## config.mk

```make
export PLATFORM = sky130hd
export DESIGN_NAME = rr_arbiter4_v_flat
export DESIGN_NICKNAME = d
export VERILOG_FILES = /design/src/rtl/rr_arbiter4_v_pkg.sv /design/src/rtl/rr_arbiter4_v_if.sv /design/src/rtl/rr_arbiter4_v_pick.sv /design/src/rtl/rr_arbiter4_v.sv /design/src/flat_wrapper.sv
export SDC_FILE = /design/constraint.sdc
export NUM_CORES = 1
export LEC_CHECK = 0
export CAP_MARGIN = 15
export CORE_MARGIN = 8
export CORE_UTILIZATION = 55
export CTS_BUF_LIST = sky130_fd_sc_hd__clkbuf_2
export CTS_CLUSTER_SIZE = 40
export DETAILED_ROUTE_END_ITERATION = 7
export DONT_BUFFER_PORTS = 1
export GPL_TIMING_DRIVEN = 0
export HOLD_SLACK_MARGIN = 0.05
export PLACE_DENSITY = 0.73
export SETUP_SLACK_MARGIN = 0.1
export SYNTH_ARGS = -nofsm -noshare
export SYNTH_HDL_FRONTEND = slang
export SYNTH_SLANG_ARGS = --single-unit
```

## constraint.sdc

```tcl
create_clock -name i_clk -period 1.7 [get_ports i_clk]
set_input_delay 0.085 -clock i_clk [delete_from_list [all_inputs] [get_ports i_clk]]
set_output_delay 0.085 -clock i_clk [all_outputs]
set_load 0.02 [all_outputs]
```

## src/rtl/rr_arbiter4_v_pkg.sv

```systemverilog
`default_nettype none
// ============================================================================
// Module   : arb_pkg_v (package)
// Purpose  : Shared constants and helpers for the small arbiter family.
//            NUM_REQ  - number of requesters served by the 4-way arbiters
//            IDLE/GRANT/GAP - 2-bit FSM state codes (2'b11 is unused)
//            onehot4  - 2-bit index to 4-bit one-hot vector
// Revision : 1.0 - initial release
// ============================================================================
package arb_pkg_v;

   localparam int NUM_REQ = 4;

   localparam logic [1:0] IDLE  = 2'b00;
   localparam logic [1:0] GRANT = 2'b01;
   localparam logic [1:0] GAP   = 2'b10;

   function automatic logic [3:0] onehot4(input logic [1:0] idx);
      logic [3:0] v;
      v = 4'b0001 << idx;
      return v;
   endfunction

endpackage
`default_nettype wire

```

## src/rtl/rr_arbiter4_v_if.sv

```systemverilog
`default_nettype none
// ============================================================================
// Module   : rr_arbiter4_v_if
// Purpose  : Request/grant bundle between 4 requesters and the arbiter.
//   req     [3:0] level requests, bit n = requester n
//   gnt     [3:0] registered one-hot grant (zero when resource is free)
//   gnt_id  [1:0] index of current owner, holds last owner when gnt==0
//   busy          OR of gnt bits
//   any_req       combinational OR of req bits
// Modports : master = requester side, slave = arbiter side
// Revision : 1.0 - initial release
// ============================================================================
interface rr_arbiter4_v_if;

   logic [3:0] req;
   logic [3:0] gnt;
   logic [1:0] gnt_id;
   logic       busy;
   logic       any_req;

   modport master (
      output req,
      input  gnt,
      input  gnt_id,
      input  busy,
      input  any_req
   );

   modport slave (
      input  req,
      output gnt,
      output gnt_id,
      output busy,
      output any_req
   );

endinterface
`default_nettype wire

```

## src/rtl/rr_arbiter4_v_pick.sv

```systemverilog
`default_nettype none
// ============================================================================
// Module   : rr_pick4_v
// Purpose  : Combinational rotate-priority encoder. Returns the first set
//            request scanning ptr, ptr+1, ptr+2, ptr+3 (mod 4).
//   req   [3:0] request vector
//   ptr   [1:0] highest-priority position
//   idx   [1:0] selected requester (equals ptr when nothing is requesting)
//   valid       OR of req bits
// Revision : 1.0 - initial release
// ============================================================================
module rr_pick4_v
   import arb_pkg_v::*;
(
   input  wire logic [3:0] req,
   input  wire logic [1:0] ptr,
   output logic      [1:0] idx,
   output logic            valid
);

   assign valid = |req;

   // Scan from the lowest priority upward so the closest set bit to ptr
   // is the last (and therefore winning) assignment.
   always_comb begin
      idx = ptr;
      for (int i = NUM_REQ - 1; i >= 0; i--) begin
         if (req[ptr + 2'(i)]) begin
            idx = ptr + 2'(i);
         end
      end
   end

endmodule
`default_nettype wire

```

## src/rtl/rr_arbiter4_v.sv

```systemverilog
`default_nettype none
// ============================================================================
// Module   : rr_arbiter4_v
// Purpose  : 4-way round-robin arbiter for one shared resource. Grants are
//            registered and one-hot, held while the owner keeps requesting,
//            rotated after HOLD_MAX cycles when another requester waits, and
//            separated by one dead cycle between owners.
//   i_clk     system clock
//   i_rst_n   synchronous active-low reset
//   bus       rr_arbiter4_v_if.slave (req in; gnt, gnt_id, busy, any_req out)
// Parameter: HOLD_MAX - max consecutive grant cycles before forced rotation
//            (legal 1..255)
// Revision : 1.0 - initial release
// ============================================================================
module rr_arbiter4_v
   import arb_pkg_v::*;
#(
   parameter int HOLD_MAX = 8
)(
   input  wire logic        i_clk,
   input  wire logic        i_rst_n,
   rr_arbiter4_v_if.slave   bus
);

   localparam int CW = $clog2(HOLD_MAX + 1);
   localparam logic [CW-1:0] c_hold_max = CW'(HOLD_MAX);

   logic [1:0]    r_state;
   logic [1:0]    r_ptr;
   logic [CW-1:0] r_cnt;
   logic [3:0]    r_gnt;
   logic [1:0]    r_gnt_id;
   logic          r_busy;

   logic [1:0]    w_pick_idx;
   logic          w_pick_valid;
   logic          w_others;
   logic          w_release;

   rr_pick4_v u_pick (
      .req   (bus.req),
      .ptr   (r_ptr),
      .idx   (w_pick_idx),
      .valid (w_pick_valid)
   );

   // Contenders other than the current owner; only meaningful in GRANT.
   assign w_others  = |(bus.req & ~onehot4(r_gnt_id));
   // Owner drop and timeout-with-contender give the same result.
   assign w_release = !bus.req[r_gnt_id] || ((r_cnt == c_hold_max) && w_others);

   always_ff @(posedge i_clk) begin
      if (!i_rst_n) begin
         r_state  <= IDLE;
         r_ptr    <= 2'd0;
         r_cnt    <= '0;
         r_gnt    <= 4'b0000;
         r_gnt_id <= 2'd0;
         r_busy   <= 1'b0;
      end else begin
         case (r_state)
            IDLE, GAP: begin
               // GAP arbitrates exactly like IDLE; the dead cycle comes from
               // the release edge having already cleared the grant.
               if (w_pick_valid) begin
                  r_state  <= GRANT;
                  r_gnt    <= onehot4(w_pick_idx);
                  r_gnt_id <= w_pick_idx;
                  r_busy   <= 1'b1;
                  r_cnt    <= CW'(1);
               end else begin
                  r_state  <= IDLE;
               end
            end
            GRANT: begin
               if (w_release) begin
                  r_state <= GAP;
                  r_gnt   <= 4'b0000;
                  r_busy  <= 1'b0;
                  r_ptr   <= r_gnt_id + 2'd1;
                  r_cnt   <= '0;
               end else if (r_cnt != c_hold_max) begin
                  r_cnt   <= r_cnt + CW'(1);
               end
            end
            default: begin
               r_state <= IDLE;
               r_gnt   <= 4'b0000;
               r_busy  <= 1'b0;
               r_cnt   <= '0;
            end
         endcase
      end
   end

   assign bus.gnt     = r_gnt;
   assign bus.gnt_id  = r_gnt_id;
   assign bus.busy    = r_busy;
   assign bus.any_req = w_pick_valid;

endmodule
`default_nettype wire

```

## src/flat_wrapper.sv

```systemverilog
// flat-port wrapper written by rule: the top's interface ports become plain ports
module rr_arbiter4_v_flat import arb_pkg_v::*;
#(
   parameter int HOLD_MAX = 8
)
  (i_clk, i_rst_n, bus_req, bus_gnt, bus_gnt_id, bus_busy, bus_any_req);
  rr_arbiter4_v_if bus_i ();
  input  wire logic i_clk;
  input  wire logic i_rst_n;
  input wire logic [$bits(bus_i.req)-1:0] bus_req;
  output wire logic [$bits(bus_i.gnt)-1:0] bus_gnt;
  output wire logic [$bits(bus_i.gnt_id)-1:0] bus_gnt_id;
  output wire logic [$bits(bus_i.busy)-1:0] bus_busy;
  output wire logic [$bits(bus_i.any_req)-1:0] bus_any_req;
  assign bus_i.req = bus_req;
  assign bus_gnt = bus_i.gnt;
  assign bus_gnt_id = bus_i.gnt_id;
  assign bus_busy = bus_i.busy;
  assign bus_any_req = bus_i.any_req;
  rr_arbiter4_v #(.HOLD_MAX(HOLD_MAX)) u_core (.i_clk(i_clk), .i_rst_n(i_rst_n), .bus(bus_i));
endmodule
```

==> results.py, run 1 <==
metrics = {
    "finish": {
        "final_util_pct": 70.44,
        "drive_gt1_share_pct": 29.25,
        "diodes": 0,
        "area_delta_synth_final_pct": 18.84,
        "finalNetCount": 119,
    },
    "cts": {
        "clk_pin_slew_worst_paths_ns": 0.15,
        "cts_max_level": 1,
        "clkLatencyLatePin_ns": 0.28,
        "numCtsBuffers": 3,
        "cts_root_buffer": "clkbuf_2",
        "numClockSinks": 15,
        "clockBufferDepth": 2,
        "cts_tree": "yes",
    },
    "sta": {
        "drv_slew": 0,
        "worst_pin_slew_ns": 0.4239,
        "fin_setup_tns_ns": -0.7051,
        "rsz0062_at_grt": "true",
        "fin_crit_ns": 1.840,
        "max-slew-margin-rel_pct": 71.51,
        "finalSetupViolations": 11,
        "hold_viol": 0,
        "timing.hold.ws_ns": 0.08344,
        "clock_skew_ns": 0.006401,
        "setup_slack_ns": -0.1404,
        "fin_crit_sh_pct": 108.3,
        "max_freq_mhz": 543.4,
    },
    "place": {
        "io_buffers": 0,
        "routabilityCongestion": 0.7979,
        "dpl.hpwl_um": 1446,
    },
    "detailed_routing": {
        "dr.first_iter.drc_count": 27,
        "wire_per_inst_um": 15.84,
        "vias": 749,
        "postRouteAntennaNets": 0,
        "drtPass1Iterations": 4,
        "wirelength_um": 1932,
        "vias_per_cell": 6.139,
        "drc_errors": 0,
    },
    "power": {
        "p_clk_share_pct": 23.0,
        "p_sw_share_pct": 32.38,
        "vdd_drop_max_uv": 638.6,
        "p_total_mw": 0.7846,
        "p_seq_share_pct": 53.9,
        "p_leak_nw": 0.4057,
        "p_per_area_nw_per_um2": 730.9,
        "pwr-share-comb_pct": 23.2,
        "switchingPower_mw": 0.2541,
        "internal-power_mw": 0.5306,
    },
    "critical_path": {
        "critPathArrivalTime_ns": 2.09,
        "end_kind": "register",
        "crit_path_start": "u_core.bus.gnt_id[0]",
        "critical_path_required_ns": 1.94,
        "cpPeakStageDelay_ns": 0.48,
        "start_kind": "register",
        "rr_startpoint": "u_core.bus.gnt_id[0]",
        "cpMaxStageDelayCell": "o41a_1",
        "crit_type": "register to register",
        "crit_fanout": 5,
        "path_cells": "inv_4 -> ha_4 -> nor2b_4 -> o41a_1 -> o32ai_4 -> and2_4 -> a32o_2",
    },
    "floorplan": {
        "io_pins": 14,
        "die_area_um2": 3195,
        "dieHeight_um": 56.53,
        "initial_core_util_pct": 59.28,
        "dieWidth_um": 56.53,
        "core-area_um2": 1524,
        "rows": 14,
    },
    "synthesis": {
        "synth-edff-count": 0,
        "synthFlopType": "dfxtp_1",
        "synth_cells": 97,
        "ys_seq_area_share_pct": 33.24,
        "netlist_top_cells_area": "dfxtp_1 33%, ha_1 8.3%, nor2b_1 7.6%",
        "syn_area_um2": 903.4,
        "synth-async-reset-ratio_pct": 0,
        "synth_warnings": 0,
        "syn_nets": 109,
        "synth_top_area_share_pct": 33.24,
        "ys_types": 38,
        "ys_ff_latch": 15,
        "synth.largest_area_cell": "dfxtp_1",
        "synth.avg_cell_area_um2": 9.313,
    },
    "global_routing": {
        "grt_max_degree": 11,
        "grt_pass1_vias": 745,
        "grt_first_pass_wirelength_um": 3422,
        "antenna_found_initial": 0,
        "gr-usage-all-layers_pct": 12.63,
        "grt-ovfl-total": 0,
    },
    "run": {
        "maxCapViolations": 0,
    },
    "worst_hold_path": {
        "hold_class": "input pin to register",
        "hold_start": "bus_req[3]",
    },
    "run_status": {
        "outcome": "finished with violations",
        "violations": "negative setup slack",
    },
}
[through the flow]
step	worst slack (ns)	instance area, µm²	std cells
global route	-0.1981	1074	122
floorplan	-0.05426	938.4	97
finish	-0.1404	1074	122
detailed placement	-0.2126	958.4	113
global placement	-0.1937	958.4	113
CTS	-0.1268	1049	121
[synth_stat cells, types with 2 or more instances]
cell type / n
xnor2_1: 2
nand2_1: 3
mux2i_1: 2
ha_1: 6
o21ai_0: 3
nor2_1: 12
inv_2: 2
a32oi_1: 2
inv_1: 6
nor2b_1: 11
a21oi_1: 2
a31oi_1: 2
and2_1: 2
dfxtp_1: 15
a32o_2: 2
o21a_1: 2
nor3_1: 2
[power groups by stage]
stage	combinational [mW]	clock (mW)	sequential, mW
global route	0.201	0.192	0.428
detailed placement	0.148	0	0.428
CTS	0.172	0.178	0.423
global placement	0.143	0	0.428
finish	0.182	0.180	0.423
floorplan	0.123	0	0.421
[registers in the layout, summed over array words and instances (netlist names)]
register	flops
u_core.bus.gnt	4
u_core.r_cnt	4
u_core.bus.gnt_id	2
u_core.r_ptr	2
u_core.r_state	2
u_core.bus.busy	1
[worst max-delay path: cells and delay by family, from the launching register on]
kind / cells / cell delay (ns)
flip-flops: 1 / 0.43
AO/OA/AOI/OAI: 3 / 0.91
AND/OR/NAND/NOR: 2 / 0.25
adder cells (fa/ha/maj): 1 / 0.14
buffers and inverters: 1 / 0.08
[layout make-up]
type	count	area (µm²)
multi-input cells	73	643.1
fillers	119	450.4
flip-flops and latches	15	309.0
repair buffers	5	40.04
inverters	8	37.54
clock buffers	4	20.02
well taps	16	20.02
plain buffers	1	3.754
[metal layers]
metal | routed length, µm | vias up | track usage [%]
met3 | 123 | 2 | 3.820
met1 | 912 | 350 | 16.21
li1 | - | 375 | -
met5 | 0 | - | 0
met2 | 887 | 22 | 19.75
met4 | 8 | 0 | 3.436
[final timing paths]
kind,to,slack [ns],cells after the start
max,u_core.bus.gnt[1],-0.14,7
min,u_core.bus.gnt_id[1],0.08,3
max reg2reg,u_core.bus.gnt[1],-0.14,7
min reg2reg,u_core.r_ptr[0],0.57,2
[kinds of logic (layout without fill, tap and decap cells)]
logic type	after synthesis	after routing	synth area share (%)
adder cells (fa/ha/maj)	6	6	8.310
XOR/XNOR	2	2	1.939
multiplexers	3	3	4.709
AO/OA/AOI/OAI	25	25	25.07
AND/OR/NAND/NOR	37	37	22.99
flip-flops	15	15	33.24
buffers and inverters	9	18	3.739
[layout by cell type (no fill, tap or decap), types with 2 or more instances in the layout]
| cell | count |
|---|---|
| clkbuf_2 | 4 |
| dfxtp_1 | 12 |
| a21oi_1 | 2 |
| dfxtp_4 | 2 |
| o21ai_0 | 3 |
| nor4_2 | 2 |
| xnor2_1 | 2 |
| nor2b_1 | 9 |
| nand2_1 | 3 |
| buf_4 | 4 |
| inv_4 | 3 |
| ha_1 | 3 |
| o21a_1 | 2 |
| a32o_2 | 2 |
| nor2b_4 | 2 |
| nor2_1 | 12 |
| ha_4 | 3 |
| mux2i_1 | 2 |
| a32oi_1 | 2 |
| inv_1 | 4 |
| a31oi_1 | 2 |
[repair_timing]
item	CTS	global route
pin swaps	5	1
resized for setup	8	4
endpoints found under the hold margin	4	0
endpoints found under the setup margin	13	13
hold buffers	1	0
buffers inserted	3	1
No activity file was read; power rests on OpenSTA's default activity.
==> run 2: changes to the inputs <==
--- a/config.mk
+++ b/config.mk
@@ -7,14 +7,13 @@
 export LEC_CHECK = 0
 export CAP_MARGIN = 15
 export CORE_MARGIN = 8
-export CORE_UTILIZATION = 55
-export CTS_BUF_LIST = sky130_fd_sc_hd__clkbuf_2
+export CORE_UTILIZATION = 54
 export CTS_CLUSTER_SIZE = 40
 export DETAILED_ROUTE_END_ITERATION = 7
 export DONT_BUFFER_PORTS = 1
 export GPL_TIMING_DRIVEN = 0
 export HOLD_SLACK_MARGIN = 0.05
-export PLACE_DENSITY = 0.73
+export PLACE_DENSITY = 0.72
 export SETUP_SLACK_MARGIN = 0.1
 export SYNTH_ARGS = -nofsm -noshare
 export SYNTH_HDL_FRONTEND = slang
==> run 2 against run 1 <==
The flow still finishes with violations (negative setup slack); non-clock buffer count stayed put; utilization is 0.48 points lower; first-iteration DRC count is 33% lower; total power is 4.2% higher; global-route usage is 0.59 points lower; combinational power hardly changed; maximum frequency is 1.8% higher; via count is 0.53% higher; hold slack better by 0.033 ns; clock power is 19% higher; clock skew is 0.0059 ns lower; cell area is 0.47% higher.
==> results.py, run 2 (synthesis gave the netlist of run 1 again) <==
metrics = {
    "run_status": {
        "outcome": "finished with violations",
        "violations": "negative setup slack",
    },
    "cts": {
        "cts_root_buffer": "clkbuf_4",
        "numCtsBuffers": 3,
        "clockBufferDepth": 2,
        "numClockSinks": 15,
        "cts_max_level": 1,
        "clkLatencyLatePin_ns": 0.28,
        "cts_tree": "yes",
        "clk_pin_slew_worst_paths_ns": 0.10,
    },
    "sta": {
        "rsz0062_at_grt": "true",
        "clock_skew_ns": 0.0005055,
        "max_freq_mhz": 552.9,
        "timing.hold.ws_ns": 0.1160,
        "fin_crit_sh_pct": 106.4,
        "finalSetupViolations": 12,
        "fin_crit_ns": 1.809,
        "worst_pin_slew_ns": 0.4827,
        "setup_slack_ns": -0.1087,
        "drv_slew": 0,
        "hold_viol": 0,
        "max-slew-margin-rel_pct": 67.55,
    },
    "finish": {
        "multiInputGateArea_um2": 635.6,
        "finalNetCount": 119,
        "area_delta_synth_final_pct": 19.39,
        "regArea_um2": 307.8,
        "layout_commonest_cell": "dfxtp_1",
        "layout_common_cells": "13 x dfxtp_1, 12 x nor2_1, 9 x nor2b_1",
        "drive_gt1_share_pct": 29.25,
        "diodes": 0,
        "fillers": 124,
        "fin_cells": 122,
    },
    "power": {
        "vdd_drop_max_uv": 750.4,
        "p_total_mw": 0.8177,
        "p_leak_nw": 0.3998,
        "p_per_area_nw_per_um2": 758.1,
    },
    "critical_path": {
        "crit_family": "compound AO/OA/AOI/OAI gates",
        "cpPeakStageDelay_ns": 0.48,
        "worstPathBufferInverterCount": 2,
        "critical_path_required_ns": 1.93,
        "start_kind": "register",
        "crit_type": "register to register",
        "critPathArrivalTime_ns": 2.04,
        "end_kind": "register",
        "cpMaxStageDelayCell": "o41a_1",
        "worstRegToRegCells": 8,
        "rr_startpoint": "u_core.bus.gnt_id[1]",
        "rrSetupSlack_ns": -0.11,
        "worst_r2r_endpoint": "u_core.bus.gnt[2]",
        "crit_fanout": 6,
        "path_cells": "inv_4 -> ha_4 -> nor2b_4 -> o41a_1 -> o32ai_4 -> buf_6 -> a32oi_1 -> nor2b_1",
    },
    "place": {
        "dpl.hpwl_um": 1431,
        "io_buffers": 0,
        "dp_cells": 113,
        "post-place-ws_ns": -0.1831,
        "routabilityCongestion": 0.7749,
    },
    "detailed_routing": {
        "drtPass1Iterations": 4,
        "vias": 753,
        "dr.first_iter.drc_count": 18,
        "postRouteAntennaNets": 0,
        "wire_per_inst_um": 16.56,
        "wirelength_um": 2020,
        "vias_per_cell": 6.172,
        "drc_errors": 0,
    },
    "worst_hold_path": {
        "hold_class": "input pin to register",
        "hold_start": "bus_req[3]",
        "whs_path_depth": 3,
        "hold-path-endpoint": "u_core.bus.gnt_id[1]",
    },
    "global_routing": {
        "grt_max_degree": 11,
        "antenna_found_initial": 0,
        "grt_pass1_vias": 749,
        "grt_first_pass_wirelength_um": 3298,
        "gr-usage-all-layers_pct": 12.04,
        "grt-ovfl-total": 0,
    },
    "floorplan": {
        "dieHeight_um": 56.90,
        "dieWidth_um": 56.90,
        "core-area_um2": 1541,
        "initial_core_util_pct": 58.60,
        "io_pins": 14,
        "die_area_um2": 3238,
        "rows": 14,
    },
    "run": {
        "maxCapViolations": 0,
    },
}
-- run 2: changes by cell type in the layout (fill, tap and decap cells not counted), sizes merged --
cell      change
clkinvlp      +1
clkbuf        -1
-- run 2: cell type report --
cell class / instances / share of cell area, %
repair buffers: 5 / 4.060
well taps: 16 / 1.856
clock inverters: 1 / 0.6961
multi-input cells: 73 / 58.93
plain buffers: 1 / 0.3480
inverters: 8 / 3.480
clock buffers: 3 / 2.088
flip-flops and latches: 15 / 28.54
-- run 2: how the worst max path moves through the flow --
| stage | cells after the start | startpoint | slack, ns | endpoint |
|---|---|---|---|---|
| after detailed placement | 7 | u_core.bus.gnt_id[0] | -0.18 | u_core.bus.gnt[1] |
| after global placement | 7 | u_core.bus.gnt_id[0] | -0.16 | u_core.bus.gnt[3] |
| after CTS | 8 | u_core.bus.gnt_id[1] | -0.1 | u_core.bus.gnt[0] |
| final | 8 | u_core.bus.gnt_id[1] | -0.11 | u_core.bus.gnt[2] |
| after global routing | 7 | u_core.bus.gnt_id[1] | -0.19 | u_core.bus.gnt[2] |
| after floorplan | 7 | u_core.bus.gnt_id[0] | -0.05 | u_core.bus.gnt[1] |
-- run 2: worst register-to-register path: cells and delay by family, from the launching register on --
kind            cells  cell delay, ns
fa+ha+maj           1            0.13
buf+inv             2            0.24
flops               1            0.42
compound gates      3            0.82
simple gates        2            0.15
-- run 2: where the power goes --
group          total [mW]  leakage, nW  switching, mW  internal (mW)
clock               0.214       0.0139          0.125         0.0893
sequential          0.422        0.124         0.0484          0.374
combinational       0.181        0.262         0.0899         0.0911
total               0.818        0.400          0.263          0.554
-- run 2: routing by layer --
| layer | wire length (µm) | track usage [%] | vias up |
|---|---|---|---|
| li1 | - | - | 373 |
| met1 | 890 | 14.29 | 362 |
| met2 | 980 | 18.91 | 16 |
| met3 | 135 | 4.719 | 2 |
| met4 | 14 | 4.698 | 0 |
| met5 | 0 | 0 | - |
-- run 2: repair_timing --
item,in CTS,in global routing
resized for setup,8,3
setup endpoints to repair,13,13
pin swaps,7,2
endpoints found under the hold margin,4,0
buffers inserted,4,0
hold buffers,1,0
-- run 2: metrics by stage --
| step | utilization, % | TNS, ns | cell area (µm²) |
|---|---|---|---|
| after floorplan | - | -0.1047 | 938.4 |
| after global placement | 62.18 | -0.8119 | 958.4 |
| after detailed placement | 62.18 | -1.018 | 958.4 |
| after CTS | 69.07 | -0.6676 | 1065 |
| after global routing | 69.97 | -1.563 | 1079 |
| final | 69.97 | -0.7144 | 1079 |
==> run 3: changes to the inputs <==
--- a/config.mk
+++ b/config.mk
@@ -7,14 +7,16 @@
 export LEC_CHECK = 0
 export CAP_MARGIN = 15
 export CORE_MARGIN = 8
-export CORE_UTILIZATION = 54
+export CORE_UTILIZATION = 55
+export CTS_BUF_LIST = sky130_fd_sc_hd__clkbuf_4 sky130_fd_sc_hd__clkbuf_8
 export CTS_CLUSTER_SIZE = 40
 export DETAILED_ROUTE_END_ITERATION = 7
 export DONT_BUFFER_PORTS = 1
 export GPL_TIMING_DRIVEN = 0
 export HOLD_SLACK_MARGIN = 0.05
-export PLACE_DENSITY = 0.72
+export PLACE_DENSITY = 0.73
 export SETUP_SLACK_MARGIN = 0.1
+export SLEW_MARGIN = 10
 export SYNTH_ARGS = -nofsm -noshare
 export SYNTH_HDL_FRONTEND = slang
 export SYNTH_SLANG_ARGS = --single-unit
==> constraint.sdc (replaced) <==
create_clock -name i_clk -period 1.7 [get_ports i_clk]
set_input_delay 0.51 -clock i_clk [delete_from_list [all_inputs] [get_ports i_clk]]
set_output_delay 0.51 -clock i_clk [all_outputs]
set_load 0.02 [all_outputs]
==> run 3 against run 2 <==
The flow still finishes with violations (negative setup slack); wire length rose by 3.3%; via count decreased by 0.40%; cell count increased by 1.6%; setup slack worse by 0.053 ns; total power is 1.6% higher; sequential power hardly changed; clock skew is 0.0051 ns higher; maximum frequency down 2.8%; combinational power is 2% higher; clock-buffer cell count is the same; sequential share of layout area is 0.65 points lower; first-iteration DRC count shrank 22%; critical path type unchanged; critical endpoint is now u_core.r_ptr[1]; largest power group unchanged.
==> results.py, run 3 (synthesis gave the netlist of run 1 again) <==
metrics = {
    "finish": {
        "layout_common_cells": "13 x dfxtp_1, 12 x nor2_1, 9 x nor2b_1",
        "fin_cells": 124,
        "drive_gt1_share_pct": 29.63,
        "regArea_um2": 307.8,
        "final_area_um2": 1104,
        "layout_commonest_cell": "dfxtp_1",
        "fillers": 109,
        "finalNetCount": 121,
        "multiInputGateArea_um2": 641.9,
        "final_util_pct": 72.41,
        "diodes": 0,
        "area_delta_synth_final_pct": 22.16,
    },
    "sta": {
        "fin_setup_tns_ns": -1.386,
        "fin_crit_ns": 1.862,
        "setup_slack_ns": -0.1616,
        "rsz0062_at_grt": "true",
        "fin_crit_sh_pct": 109.5,
        "clock_skew_ns": 0.005652,
        "worst_pin_slew_ns": 0.4248,
        "max-slew-margin-rel_pct": 71.57,
        "finalSetupViolations": 13,
        "hold_viol": 0,
        "timing.hold.ws_ns": 0.3407,
        "drv_slew": 0,
        "max_freq_mhz": 537.2,
    },
    "run_status": {
        "violations": "negative setup slack",
        "outcome": "finished with violations",
    },
    "cts": {
        "clk_pin_slew_worst_paths_ns": 0.10,
        "cts_tree": "yes",
        "numClockSinks": 15,
        "cts_root_buffer": "clkbuf_4",
        "numCtsBuffers": 3,
        "clkLatencyLatePin_ns": 0.30,
        "clockBufferDepth": 2,
        "cts_max_level": 1,
    },
    "power": {
        "p_per_area_nw_per_um2": 752.7,
        "p_total_mw": 0.8307,
        "p_leak_nw": 0.4137,
        "vdd_drop_max_uv": 666.8,
    },
    "detailed_routing": {
        "wire_per_inst_um": 16.82,
        "wirelength_um": 2086,
        "dr.first_iter.drc_count": 14,
        "drtPass1Iterations": 4,
        "vias": 750,
        "drc_errors": 0,
        "vias_per_cell": 6.048,
        "postRouteAntennaNets": 0,
    },
    "floorplan": {
        "dieWidth_um": 56.53,
        "core-area_um2": 1524,
        "initial_core_util_pct": 59.28,
        "die_area_um2": 3195,
        "dieHeight_um": 56.53,
        "io_pins": 14,
        "rows": 14,
    },
    "critical_path": {
        "crit_fanout": 5,
        "critical_path_required_ns": 1.91,
        "rrSetupSlack_ns": -0.16,
        "worstRegToRegCells": 8,
        "end_kind": "register",
        "start_kind": "register",
        "rr_startpoint": "u_core.bus.gnt_id[0]",
        "critPathArrivalTime_ns": 2.07,
        "worst_r2r_endpoint": "u_core.r_ptr[1]",
        "crit_type": "register to register",
    },
    "run": {
        "maxCapViolations": 0,
    },
    "place": {
        "dp_cells": 113,
        "routabilityCongestion": 0.8112,
        "io_buffers": 0,
        "post-place-ws_ns": -0.1911,
        "place_area_um2": 974.7,
        "dpl.hpwl_um": 1460,
    },
    "worst_hold_path": {
        "whs_path_depth": 1,
        "hold-path-endpoint": "u_core.bus.gnt_id[1]",
        "hold_class": "input pin to register",
        "hold_start": "i_rst_n",
    },
    "global_routing": {
        "grt-ovfl-total": 0,
        "gr-usage-all-layers_pct": 13.92,
        "grt_first_pass_wirelength_um": 3594,
        "antenna_found_initial": 0,
        "grt_pass1_vias": 748,
        "grt_max_degree": 11,
    },
}
## run 3: worst max path at each step
stage	from	end	cells past startpoint
2_1_floorplan	bus_req[3]	u_core.bus.gnt[3]	5
3_3_place_gp	u_core.bus.gnt_id[1]	u_core.bus.gnt[3]	7
3_5_place_dp	u_core.bus.gnt_id[1]	u_core.bus.gnt[1]	7
4_1_cts	u_core.bus.gnt_id[0]	u_core.bus.gnt[0]	8
5_1_grt	u_core.bus.gnt_id[0]	u_core.r_ptr[0]	9
6_report	u_core.bus.gnt_id[0]	u_core.r_ptr[1]	8
## run 3: worst max-delay path: stages (launching register included)
cell and delay (ns):
dfxtp_4 0.42, inv_4 0.10, ha_4 0.12, nor2b_2 0.04, o41a_1 0.48, buf_4 0.17, o21ba_2 0.22, mux2i_1 0.15
nor2b_1 0.06
## run 3: final cells by class
| type | count | share of cell area [%] |
|---|---|---|
| clock inverter | 1 | 0.6803 |
| sequential | 15 | 27.89 |
| inverter | 8 | 3.175 |
| clock buffer | 3 | 2.041 |
| buffer | 1 | 0.3401 |
| tap | 16 | 1.814 |
| multi-input combinational | 73 | 58.16 |
| timing repair buffer | 7 | 5.896 |
## run 3: timing repair
item | CTS | global route
resized for setup | 4 | 3
pin swaps | 7 | 1
hold buffers | 0 | 0
buffers inserted | 5 | 2
setup endpoints to repair | 13 | 13
## run 3: layer usage
| layer | share of wire (%) | global-route usage [%] | vias to the layer above |
|---|---|---|---|
| li1 | - | - | 379 |
| met1 | 43 | 16.00 | 355 |
| met2 | 49 | 22.73 | 11 |
| met3 | 5.9 | 6.067 | 5 |
| met4 | 1.4 | 3.780 | 0 |
| met5 | 0 | 0 | - |
## run 3: where the power goes
part / internal (mW) / switching [mW]
clock: 0.0901 / 0.131
sequential: 0.374 / 0.0501
combinational: 0.0991 / 0.0860
total: 0.563 / 0.267
